`config.mk`:
```
export PLATFORM = sky130hd
export DESIGN_NAME = fdiv_round_pack_flat
export DESIGN_NICKNAME = d
export VERILOG_FILES = /design/src/rtl/fdiv_pkg.sv /design/src/rtl/fdiv_round_pack_if.sv /design/src/rtl/fdiv_rne_round.sv /design/src/rtl/fdiv_round_pack.sv /design/src/flat_wrapper.sv
export SDC_FILE = /design/constraint.sdc
export NUM_CORES = 1
export LEC_CHECK = 0
export ABC_CLOCK_PERIOD_IN_PS = 1640
export BUFFER_PORTS_ARGS = -buffer_cell sky130_fd_sc_hd__buf_2
export CORE_ASPECT_RATIO = 0.8
export CORE_MARGIN = 4
export CORE_UTILIZATION = 51
export CTS_CLUSTER_DIAMETER = 200
export DETAILED_ROUTE_END_ITERATION = 12
export PLACE_DENSITY = 0.74
export SKIP_LAST_GASP = 1
export SLEW_MARGIN = 40
export SYNTH_ARGS = -nofsm -noshare
export SYNTH_HDL_FRONTEND = slang
export SYNTH_SLANG_ARGS = --single-unit
export TNS_END_PERCENT = 100
```
`constraint.sdc`:
```
create_clock -name clk -period 1.64 [get_ports clk]
set_clock_uncertainty 0.1 [all_clocks]
set_input_delay 0.246 -clock clk [delete_from_list [all_inputs] [get_ports clk]]
set_output_delay 0.246 -clock clk [all_outputs]
set_load 0.01 [all_outputs]
```
`src/rtl/fdiv_pkg.sv`:
```
// Shared types and constants for the FP divide post-processing stage.
// Covers the FSM states, special-operand classes, binary32 constants and flag positions.
package fdiv_pkg;

    typedef enum logic [2:0] {
        IDLE  = 3'd0,
        NORM  = 3'd1,
        ROUND = 3'd2,
        PACK  = 3'd3,
        DONE  = 3'd4
    } state_e;

    typedef enum logic [1:0] {
        SP_NORMAL = 2'b00,
        SP_ZERO   = 2'b01,
        SP_INF    = 2'b10,
        SP_NAN    = 2'b11
    } special_e;

    localparam int          BIAS    = 127;
    localparam logic [31:0] QNAN    = 32'h7FC0_0000;
    localparam int          EXP_MAX = 255;

    // Bit positions inside the {ovf, unf, nx} flag vector.
    localparam int FLAG_OVF = 2;
    localparam int FLAG_UNF = 1;
    localparam int FLAG_NX  = 0;

endpackage

```
`src/rtl/fdiv_round_pack_if.sv`:
```
// Quotient-capture and result-handshake bundle between the divider, this stage and the consumer.
// master drives the quotient and out_ready; slave is the round/pack stage.
interface fdiv_round_pack_if #(
    parameter int EXP_W  = 8,
    parameter int FRAC_W = 23,
    parameter int Q_W    = 32
);
    logic             q_ready;
    logic [Q_W-1:0]   q_mant;
    logic [EXP_W+1:0] q_exp;
    logic             q_sign;
    logic [1:0]       q_special;
    logic             busy;
    logic             out_valid;
    logic             out_ready;
    logic [31:0]      result;
    logic [2:0]       flags;

    modport master (
        output q_ready, q_mant, q_exp, q_sign, q_special, out_ready,
        input  busy, out_valid, result, flags
    );

    modport slave (
        input  q_ready, q_mant, q_exp, q_sign, q_special, out_ready,
        output busy, out_valid, result, flags
    );
endinterface

```
`src/rtl/fdiv_rne_round.sv`:
```
// Combinational round-to-nearest-even on a normalised quotient (bit Q_W-2 is the hidden one).
// Takes only the bits below the hidden one, plus any sticky bit already shifted out.
module fdiv_rne_round #(
    parameter int FRAC_W = 23,
    parameter int Q_W    = 32
) (
    input  logic [Q_W-3:0]    mant,
    input  logic              sticky_in,
    output logic [FRAC_W-1:0] frac,
    output logic              carry,
    output logic              nx
);
    localparam int LOW_W = Q_W - 3 - FRAC_W;

    logic [FRAC_W-1:0] frac_raw_s;
    logic              guard_s;
    logic              sticky_s;
    logic              inc_s;
    logic [FRAC_W:0]   sum_s;

    assign frac_raw_s = mant[Q_W-3 -: FRAC_W];
    assign guard_s    = mant[LOW_W];
    assign sticky_s   = (|mant[LOW_W-1:0]) | sticky_in;
    assign inc_s      = guard_s & (sticky_s | frac_raw_s[0]);
    // A carry out of the fraction leaves the low bits at zero, which is the required result.
    assign sum_s      = {1'b0, frac_raw_s} + {{FRAC_W{1'b0}}, inc_s};
    assign frac       = sum_s[FRAC_W-1:0];
    assign carry      = sum_s[FRAC_W];
    assign nx         = guard_s | sticky_s;
endmodule

```
`src/rtl/fdiv_round_pack.sv`:
```
// Normalise, round (RNE), range-check and pack a Goldschmidt quotient into binary32.
// One state per step: capture -> NORM -> ROUND -> PACK -> DONE, then valid/ready handoff.
module fdiv_round_pack
    import fdiv_pkg::*;
#(
    parameter int EXP_W  = 8,
    parameter int FRAC_W = 23,
    parameter int Q_W    = 32
) (
    input logic              clk,
    input logic              clrn,
    fdiv_round_pack_if.slave bus
);
    localparam int XW = EXP_W + 2;
    localparam logic signed [XW-1:0] EXP_ONE  = XW'(1);
    localparam logic signed [XW-1:0] EXP_OVF  = XW'((1 << EXP_W) - 1);
    localparam logic signed [XW-1:0] EXP_ZERO = XW'(0);

    state_e                state_r;
    state_e                state_n;
    logic                  busy_r;
    logic                  out_valid_r;
    logic [Q_W-1:0]        mant_r;
    logic signed [XW-1:0]  exp_r;
    logic                  sign_r;
    special_e              special_r;
    logic                  sticky_r;
    logic [FRAC_W-1:0]     frac_r;
    logic                  nx_r;
    logic [31:0]           result_r;
    logic [2:0]            flags_r;
    logic [31:0]           pack_result_s;
    logic [2:0]            pack_flags_s;
    logic [FRAC_W-1:0]     rnd_frac_s;
    logic                  rnd_carry_s;
    logic                  rnd_nx_s;

    fdiv_rne_round #(.FRAC_W(FRAC_W), .Q_W(Q_W)) u_rne (
        .mant      (mant_r[Q_W-3:0]),
        .sticky_in (sticky_r),
        .frac      (rnd_frac_s),
        .carry     (rnd_carry_s),
        .nx        (rnd_nx_s)
    );

    // Next-state logic; q_ready only matters in IDLE.
    always_comb begin
        state_n = state_r;
        case (state_r)
            IDLE:    if (bus.q_ready) state_n = NORM; else state_n = IDLE;
            NORM:    state_n = ROUND;
            ROUND:   state_n = PACK;
            PACK:    state_n = DONE;
            DONE:    if (bus.out_ready) state_n = IDLE; else state_n = DONE;
            default: state_n = IDLE;
        endcase
    end

    // State register with busy/out_valid registered from the next state.
    always_ff @(posedge clk) begin
        if (!clrn) begin
            state_r     <= IDLE;
            busy_r      <= 1'b0;
            out_valid_r <= 1'b0;
        end else begin
            state_r     <= state_n;
            busy_r      <= (state_n != IDLE);
            out_valid_r <= (state_n == DONE);
        end
    end

    // Special classes win over range checks; range checks win over the normal pack.
    always_comb begin
        pack_result_s = 32'h0000_0000;
        pack_flags_s  = 3'b000;
        case (special_r)
            SP_NAN:  pack_result_s = QNAN;
            SP_INF:  pack_result_s = {sign_r, {EXP_W{1'b1}}, {FRAC_W{1'b0}}};
            SP_ZERO: pack_result_s = {sign_r, {(EXP_W + FRAC_W){1'b0}}};
            default: begin
                if (exp_r >= EXP_OVF) begin
                    pack_result_s          = {sign_r, {EXP_W{1'b1}}, {FRAC_W{1'b0}}};
                    pack_flags_s[FLAG_OVF] = 1'b1;
                    pack_flags_s[FLAG_NX]  = 1'b1;
                end else if (exp_r <= EXP_ZERO) begin
                    pack_result_s          = {sign_r, {(EXP_W + FRAC_W){1'b0}}};
                    pack_flags_s[FLAG_UNF] = 1'b1;
                    pack_flags_s[FLAG_NX]  = 1'b1;
                end else begin
                    pack_result_s         = {sign_r, exp_r[EXP_W-1:0], frac_r};
                    pack_flags_s[FLAG_NX] = nx_r;
                end
            end
        endcase
    end

    // Datapath: capture, normalise, round and pack, one step per state.
    always_ff @(posedge clk) begin
        if (!clrn) begin
            mant_r    <= '0;
            exp_r     <= '0;
            sign_r    <= 1'b0;
            special_r <= SP_NORMAL;
            sticky_r  <= 1'b0;
            frac_r    <= '0;
            nx_r      <= 1'b0;
            result_r  <= 32'h0000_0000;
            flags_r   <= 3'b000;
        end else begin
            case (state_r)
                IDLE: begin
                    if (bus.q_ready) begin
                        mant_r    <= bus.q_mant;
                        exp_r     <= bus.q_exp;
                        sign_r    <= bus.q_sign;
                        special_r <= special_e'(bus.q_special);
                        sticky_r  <= 1'b0;
                    end
                end
                NORM: begin
                    // The top bit cannot be set for legal input; handle it without losing inexactness.
                    if (mant_r[Q_W-1]) begin
                        mant_r   <= {1'b0, mant_r[Q_W-1:1]};
                        sticky_r <= mant_r[0];
                        exp_r    <= exp_r + EXP_ONE;
                    end else if (!mant_r[Q_W-2]) begin
                        mant_r <= {mant_r[Q_W-2:0], 1'b0};
                        exp_r  <= exp_r - EXP_ONE;
                    end
                end
                ROUND: begin
                    frac_r <= rnd_frac_s;
                    nx_r   <= rnd_nx_s;
                    if (rnd_carry_s) begin
                        exp_r <= exp_r + EXP_ONE;
                    end
                end
                PACK: begin
                    result_r <= pack_result_s;
                    flags_r  <= pack_flags_s;
                end
                DONE: begin
                    result_r <= result_r;
                end
                default: begin
                    result_r <= result_r;
                end
            endcase
        end
    end

    assign bus.busy      = busy_r;
    assign bus.out_valid = out_valid_r;
    assign bus.result    = result_r;
    assign bus.flags     = flags_r;
endmodule

```
`src/flat_wrapper.sv`:
```
// flat-port wrapper written by rule: the top's interface ports become plain ports
module fdiv_round_pack_flat import fdiv_pkg::*;
#(
    parameter int EXP_W  = 8,
    parameter int FRAC_W = 23,
    parameter int Q_W    = 32
)
  (clk, clrn, bus_q_ready, bus_q_mant, bus_q_exp, bus_q_sign, bus_q_special, bus_out_ready, bus_busy, bus_out_valid, bus_result, bus_flags);
  fdiv_round_pack_if #(.EXP_W(EXP_W), .FRAC_W(FRAC_W), .Q_W(Q_W)) bus_i ();
  input logic clk;
  input logic clrn;
  input wire logic [$bits(bus_i.q_ready)-1:0] bus_q_ready;
  input wire logic [$bits(bus_i.q_mant)-1:0] bus_q_mant;
  input wire logic [$bits(bus_i.q_exp)-1:0] bus_q_exp;
  input wire logic [$bits(bus_i.q_sign)-1:0] bus_q_sign;
  input wire logic [$bits(bus_i.q_special)-1:0] bus_q_special;
  input wire logic [$bits(bus_i.out_ready)-1:0] bus_out_ready;
  output wire logic [$bits(bus_i.busy)-1:0] bus_busy;
  output wire logic [$bits(bus_i.out_valid)-1:0] bus_out_valid;
  output wire logic [$bits(bus_i.result)-1:0] bus_result;
  output wire logic [$bits(bus_i.flags)-1:0] bus_flags;
  assign bus_i.q_ready = bus_q_ready;
  assign bus_i.q_mant = bus_q_mant;
  assign bus_i.q_exp = bus_q_exp;
  assign bus_i.q_sign = bus_q_sign;
  assign bus_i.q_special = bus_q_special;
  assign bus_i.out_ready = bus_out_ready;
  assign bus_busy = bus_i.busy;
  assign bus_out_valid = bus_i.out_valid;
  assign bus_result = bus_i.result;
  assign bus_flags = bus_i.flags;
  fdiv_round_pack #(.EXP_W(EXP_W), .FRAC_W(FRAC_W), .Q_W(Q_W)) u_core (.clk(clk), .clrn(clrn), .bus(bus_i));
endmodule
```
== Word-level counts from Yosys, hierarchy flattened ==
Index checks and enable logic that the tools add are counted.

* Register bits: 110
* Bits in latches: 0
* Memory bits (writable): 0
* ROM bits: 0
* Output and inout bits: 37
* Word-level logic and storage cells: 69
* Memories: 0

* Add/sub/neg operators: 3
* Multiply operators: 0
* Div/mod/pow operators: 0
* Magnitude comparators: 2
* Eq/ne operators: 12
* Shifts and indexed selects: 0
* Muxes and demuxes: 24
* Bitwise gates (word level): 4
* Reduce and logical (&&, ||, !) cells: 11

{| class="wikitable"
|+ Operators with widths
! kind !! number
|-
| $pmux W32 S3 || 1
|-
| $mux W31 || 3
|-
| $mux W32 || 2
|-
| $pmux W32 S2 || 1
|-
| $mux W10 || 4
|-
| $pmux W10 S3 || 1
|-
| $add A23 B1 Y24 || 1
|-
| $pmux W3 S5 || 1
|-
| $add A10 B2 Y10 const B || 1
|-
| $ge A10 B9 Y1 const B || 1
|-
| $le A10 B1 Y1 const B || 1
|-
| $sub A10 B2 Y10 const B || 1
|-
| $mux W1 || 8
|-
| $eq A3 B2 Y1 const B || 2
|-
| $eq A3 B3 Y1 const B || 2
|-
| $mux W3 || 2
|-
| $reduce_and A3 Y1 || 2
|-
| $reduce_bool A3 Y1 || 2
|-
| $reduce_or A6 Y1 || 1
|-
| $eq A2 B2 Y1 const B || 2
|-
| $ne A2 B2 Y1 const B || 2
|-
| $reduce_and A2 Y1 || 2
|-
| $reduce_and A4 Y1 || 1
|-
| $eq A3 B1 Y1 const B || 1
|-
| 9 further kinds || 11
|}

== Longest topological paths before layout ==
* Word-level depth: 7
* Mapped depth: 8
* Gate-level depth less buffers: 7

== Modules after synthesis ==
Synthesis repeated with hierarchy kept, for this count alone.

* Cell total of the unflattened synthesis: 683
* Area total of the unflattened synthesis: 5515.3 um^2

{| class="wikitable"
|+ By module, submodules not included
! module !! times used !! cells each !! area an instance (um^2) !! seq. area each (um^2)
|-
| fdiv_round_pack || 1 || 607 || 4983.5 || 2202.1
|-
| fdiv_rne_round || 1 || 76 || 531.8 || 0.0
|}

== Worst setup path before layout ==
OpenSTA, ideal clock, no wires.

* Path type: register to register
* Start point: reg u_core.mant_r[14]
* End point: reg u_core.exp_r[1]
* Arrival time: 1.519 ns
* Required time: 1.406 ns
* Slack: -0.113 ns
* Stages on the path, launching flop included: 9
* Cells stage by stage: dfxtp_1 -> buf_2 -> and4_4 -> and4_1 -> buf_4 -> a41oi_2 -> buf_4 -> a211oi_1 -> a211oi_1

* Cells in the longest elaborated chain, start to end: 3

{| class="wikitable"
|+ RTL lines
! item !! RTL line !! text
|-
| start: declaration || fdiv_round_pack.sv:23 || <nowiki>logic [Q_W-1:0] mant_r;</nowiki>
|-
| start signal: assignment || fdiv_round_pack.sv:113 || <nowiki>mant_r <= bus.q_mant;</nowiki>
|-
| start signal: assignment || fdiv_round_pack.sv:123 || <nowiki>mant_r <= {1'b0, mant_r[Q_W-1:1]};</nowiki>
|-
| start signal: assignment || fdiv_round_pack.sv:127 || <nowiki>mant_r <= {mant_r[Q_W-2:0], 1'b0};</nowiki>
|-
| $add A23 B1 Y24 || fdiv_rne_round.sv:26 || <nowiki>assign sum_s = {1'b0, frac_raw_s} + {{FRAC_W{1'b0}}, inc_s};</nowiki>
|-
| $ne A2 B2 Y1 (no line) || - ||
|-
| $reduce_and A4 Y1 (no line) || - ||
|-
| end signal: assignment || fdiv_round_pack.sv:114 || <nowiki>exp_r <= bus.q_exp;</nowiki>
|-
| end signal: assignment || fdiv_round_pack.sv:125 || <nowiki>exp_r <= exp_r + EXP_ONE;</nowiki>
|-
| end signal: assignment || fdiv_round_pack.sv:128 || <nowiki>exp_r <= exp_r - EXP_ONE;</nowiki>
|-
| end: declaration || fdiv_round_pack.sv:24 || <nowiki>logic signed [XW-1:0] exp_r;</nowiki>
|}

Every way passes these cells.
A chain may end at the register's enable or synchronous reset.

== Final worst setup path ==
* Start point: reg u_core.exp_r[0]
* End point: reg u_core.exp_r[5]

* Cells in the longest elaborated chain, start to end: 4
* Elaborated cells between the ends (all ways): 6

{| class="wikitable"
|+ RTL lines
! item !! RTL line !! text
|-
| $sub A10 B2 Y10 || fdiv_round_pack.sv:128 ||
|-
| $mux W10 || fdiv_round_pack.sv:126 || <nowiki>end else if (!mant_r[Q_W-2]) begin</nowiki>
|-
| $mux W10 || fdiv_round_pack.sv:122 || <nowiki>if (mant_r[Q_W-1]) begin</nowiki>
|-
| $pmux W10 S3 (*) || fdiv_round_pack.sv:110 || <nowiki>case (state_r)</nowiki>
|}

Every way passes the cells marked *; elsewhere a longest branch is shown, timed or not. The select of a mux whose other input is x is not followed.

==> results.md <==
* Outcome: complete, but fails checks
* Failing checks: negative setup slack
* Syn Area/Cell at 8.14 µm²
* Worst hold slack at 0.0237 ns
* Vias in the first global route at 5435
* Worst Setup SP: u_core.exp_r[0]$_SDFFE_PN0P_
* Hold EP: u_core.sign_r$_SDFFE_PN0N_
* Synth warn at 0
* Layout Area Growth over Synthesis at 42.3%
* Die area at 12500 µm²
* Core area at 10400 µm²
* Maximum clock insertion buffer count at 2
* Synthesized area at 5510 µm²
* First-pass GRT wire length at 26800 µm
* WL final at 18500 µm
* Async set-reset flop share out of synthesis at 0
* Mapped Nets at 729
* R2r endpoint: u_core.exp_r[5]$_SDFFE_PN0P_
* IO Count at 86
* CP endpoint kind: register
* Netlist cell types at 57
* Register-to-register setup slack at -0.20 ns
* Flop pwr share at 0.392
* HP Start: bus_q_sign
* Int Power at 5.16 mW
* DR vias/cell at 6.06
* Initial DRC count at 648
* Switch Pwr at 2.58 mW
* Final antenna-violating net count at 0
* Min Tclk post-route at 1.84 ns
* Final #Nets at 899
* Max cap viols at 0
* # hold bufs at CTS at 0
* Fin crit share at 1.12
* H-tree depth at 3
* Final Hold Vio Count at 0
* Inserted Clock Buffers at 9
* Skew-Pair Late Insertion Delay at 0.35 ns
* PortBufs at 85
* Drt drc at 0
* Die Span Y at 101 µm
* Combinational Power Share at 0.326
* Register area share after synthesis at 0.400
* HP Class: in2reg
* Launching point of the worst reg2reg path: u_core.exp_r[0]$_SDFFE_PN0P_
* Clock power share at 0.281
* Final GP Congestion at 0.950
* Critical path type: reg2reg
* Hold Path Cell Cnt at 3
* Reg2reg path depth at 5
* VDD IR-drop max at 0.712 mV
* Ant. Diodes at 0
* Leakage at 3.19 nW
* Max layer used: met4
* FP Rows at 33
* CTS sink cnt at 110
* Sw frac at 0.333
* CP required at 1.78 ns
* CTS tree: built
* Final setup fails at 60
* Worst-Margin Slew at 0.454 ns
* Gate Count Post-Synth at 677
* Largest fanout on the critical path at 3
* Fill cells at 731
* Initial Util at 0.530
* Dpl ws at -0.432 ns
* Ratio of cells with drive above 1 in the final layout at 0.377
* Final worst slack at -0.204 ns
* Post-synth EDFFs at 0
* M1 WL at 8160 µm
* Met3 WL at 1680 µm
* Via count at 6010
* GRT Util Overall at 0.260
* Antenna violations before repair at 0
* Max-slew headroom at 0.695
* RSZ-0062 raised after global routing: true
* Largest net degree at the start of global routing at 49
* Die W at 124 µm
* TritonRoute pass-1 iters at 7
* Clock-pin slew on the worst setup and hold paths at 0.08 ns
* Max Slew Vio Count at 0
* Placed inst area at 6680 µm²
* Post-synth top flop: dfxtp_1
* Post-DP HPWL at 10900 µm
* PD cells at 987 nW/µm²
* Global route overflow at 0
* Root buffer cell: clkbuf_16
* DR WL met2 at 8190 µm
* Startpoint Class: register
* #FFs+latches synth at 110
* Fmax at 0.542 GHz
* Fin area at 7840 µm²
* WP data arrival at 1.99 ns
* Setup TNS at -5.31 ns
* Drt wl/cell at 18.6 µm
==> cell usage in the layout, fill, tap and decap left out, types with 4 or more instances in the layout <==
cell / instances
buf_4: 103
nor2_1: 99
dfxtp_1: 92
buf_2: 85
a21oi_1: 79
a211oi_1: 36
nor3b_1: 30
nand2_1: 27
o21ai_0: 25
a22o_1: 22
xor2_1: 19
buf_6: 17
dfxtp_2: 14
nand3_1: 13
clkbuf_16: 12
a211oi_2: 9
buf_12: 9
xnor2_1: 8
inv_1: 7
nand4_1: 7
and4_4: 5
nor2_4: 5
nor3_1: 5
o32ai_1: 5
a21oi_2: 5
a31oi_1: 5
and4_1: 4
nand3b_1: 4
nor2b_1: 4
dfxtp_4: 4
==> stage by stage <==
stage / utilization / power (mW) / std cells
floorplan: - / 4.24 / 677
global placement: 0.642 / 4.89 / 932
detailed placement: 0.642 / 4.94 / 932
CTS: 0.714 / 7.35 / 972
global route: 0.753 / 8.06 / 992
finish: 0.753 / 7.74 / 992
==> critical path, stage by stage (launching register included) <==
cell,delay [ns]
dfxtp_2,0.34
buf_6,0.13
or4_4,0.56
nor4b_2,0.23
a221oi_1,0.07
o31ai_1,0.29
==> layer usage <==
layer / GRT usage / up-vias
li1: - / 2814
met1: 0.365 / 2810
met2: 0.398 / 338
met3: 0.0561 / 48
met4: 0.0876 / 0
met5: 0 / -
==> area by class of cell <==
| cell class | count | area (µm²) | share of cell area |
|---|---|---|---|
| flip-flops and latches | 110 | 2230 | 0.285 |
| multi-input cells | 495 | 3330 | 0.425 |
| inverters | 8 | 30.0 | 0.00383 |
| well taps | 140 | 175 | 0.0223 |
| clock buffers | 9 | 225 | 0.0287 |
| repair buffers | 223 | 1770 | 0.226 |
| clock inverters | 7 | 72.6 | 0.00926 |
==> Yosys cell counts (4+ instances only) <==
cell / n / share of area
dfxtp_1: 110 / 0.40
nor2_1: 103 / 0.070
a21oi_1: 87 / 0.079
a211oi_1: 45 / 0.061
clkbuf_1: 38 / 0.026
nor3b_1: 31 / 0.042
nand2_1: 29 / 0.020
o21ai_0: 27 / 0.025
a22o_1: 22 / 0.035
xor2_1: 19 / 0.030
buf_2: 18 / 0.016
nand3_1: 15 / 0.014
and4_1: 10 / 0.016
xnor2_1: 8 / 0.013
inv_1: 7 / 0.0048
nand4_1: 7 / 0.0079
nor3_1: 7 / 0.0064
a31oi_1: 6 / 0.0068
buf_1: 6 / 0.0041
and3_1: 5 / 0.0057
o32ai_1: 5 / 0.0079
nand2b_1: 4 / 0.0045
nand3b_1: 4 / 0.0054
nor2b_1: 4 / 0.0045
==> worst max path at each step <==
stage                                   endpoint  slack, ns  cells past startpoint
2_1_floorplan       u_core.exp_r[0]$_SDFFE_PN0P_      -0.03                      7
3_3_place_gp   u_core.bus.result[5]$_SDFFE_PN0N_      -0.38                      6
3_5_place_dp   u_core.bus.result[5]$_SDFFE_PN0N_      -0.43                      6
4_1_cts             u_core.exp_r[5]$_SDFFE_PN0P_       -0.1                      5
5_1_grt           u_core.mant_r[29]$_SDFFE_PN0P_      -0.24                      8
6_report            u_core.exp_r[5]$_SDFFE_PN0P_      -0.20                      5
==> power groups by stage <==
stage	logic [mW]	registers [mW]	clock network (mW)
floorplan	1.17	3.07	0
global placement	1.83	3.06	0
detailed placement	1.87	3.07	0
CTS	2.14	3.02	2.19
global route	2.70	3.05	2.30
finish	2.52	3.04	2.18
==> state kept, by name, indices dropped and copies added (netlist names) <==
name and flops:
u_core.bus.busy 1, u_core.bus.flags 3, u_core.bus.out_valid 1, u_core.bus.result 32
u_core.exp_r 10, u_core.frac_r 23, u_core.mant_r 32, u_core.nx_r 1
u_core.sign_r 1, u_core.special_r 2, u_core.state_r 3, u_core.sticky_r 1
==> cell families (layout without fill, tap and decap cells) <==
| logic type | Yosys count | after routing | share of synthesized area |
|---|---|---|---|
| AOI/OAI and AO/OA | 217 | 218 | 0.254 |
| buffers and inverters | 75 | 247 | 0.0572 |
| xor gates and xnor gates | 27 | 27 | 0.0429 |
| DFF | 110 | 110 | 0.400 |
| adders and majority gates | 3 | 3 | 0.00681 |
| muxes | 3 | 3 | 0.00545 |
| and+or+nand+nor | 242 | 244 | 0.234 |
==> what timing repair did <==
item                       CTS  global route
resized for setup           50            53
setup endpoints to repair   86            95
gates cloned                 6             4
pin swaps                   17            38
buffers inserted            20            18
No activity file was read; power rests on OpenSTA's default activity.
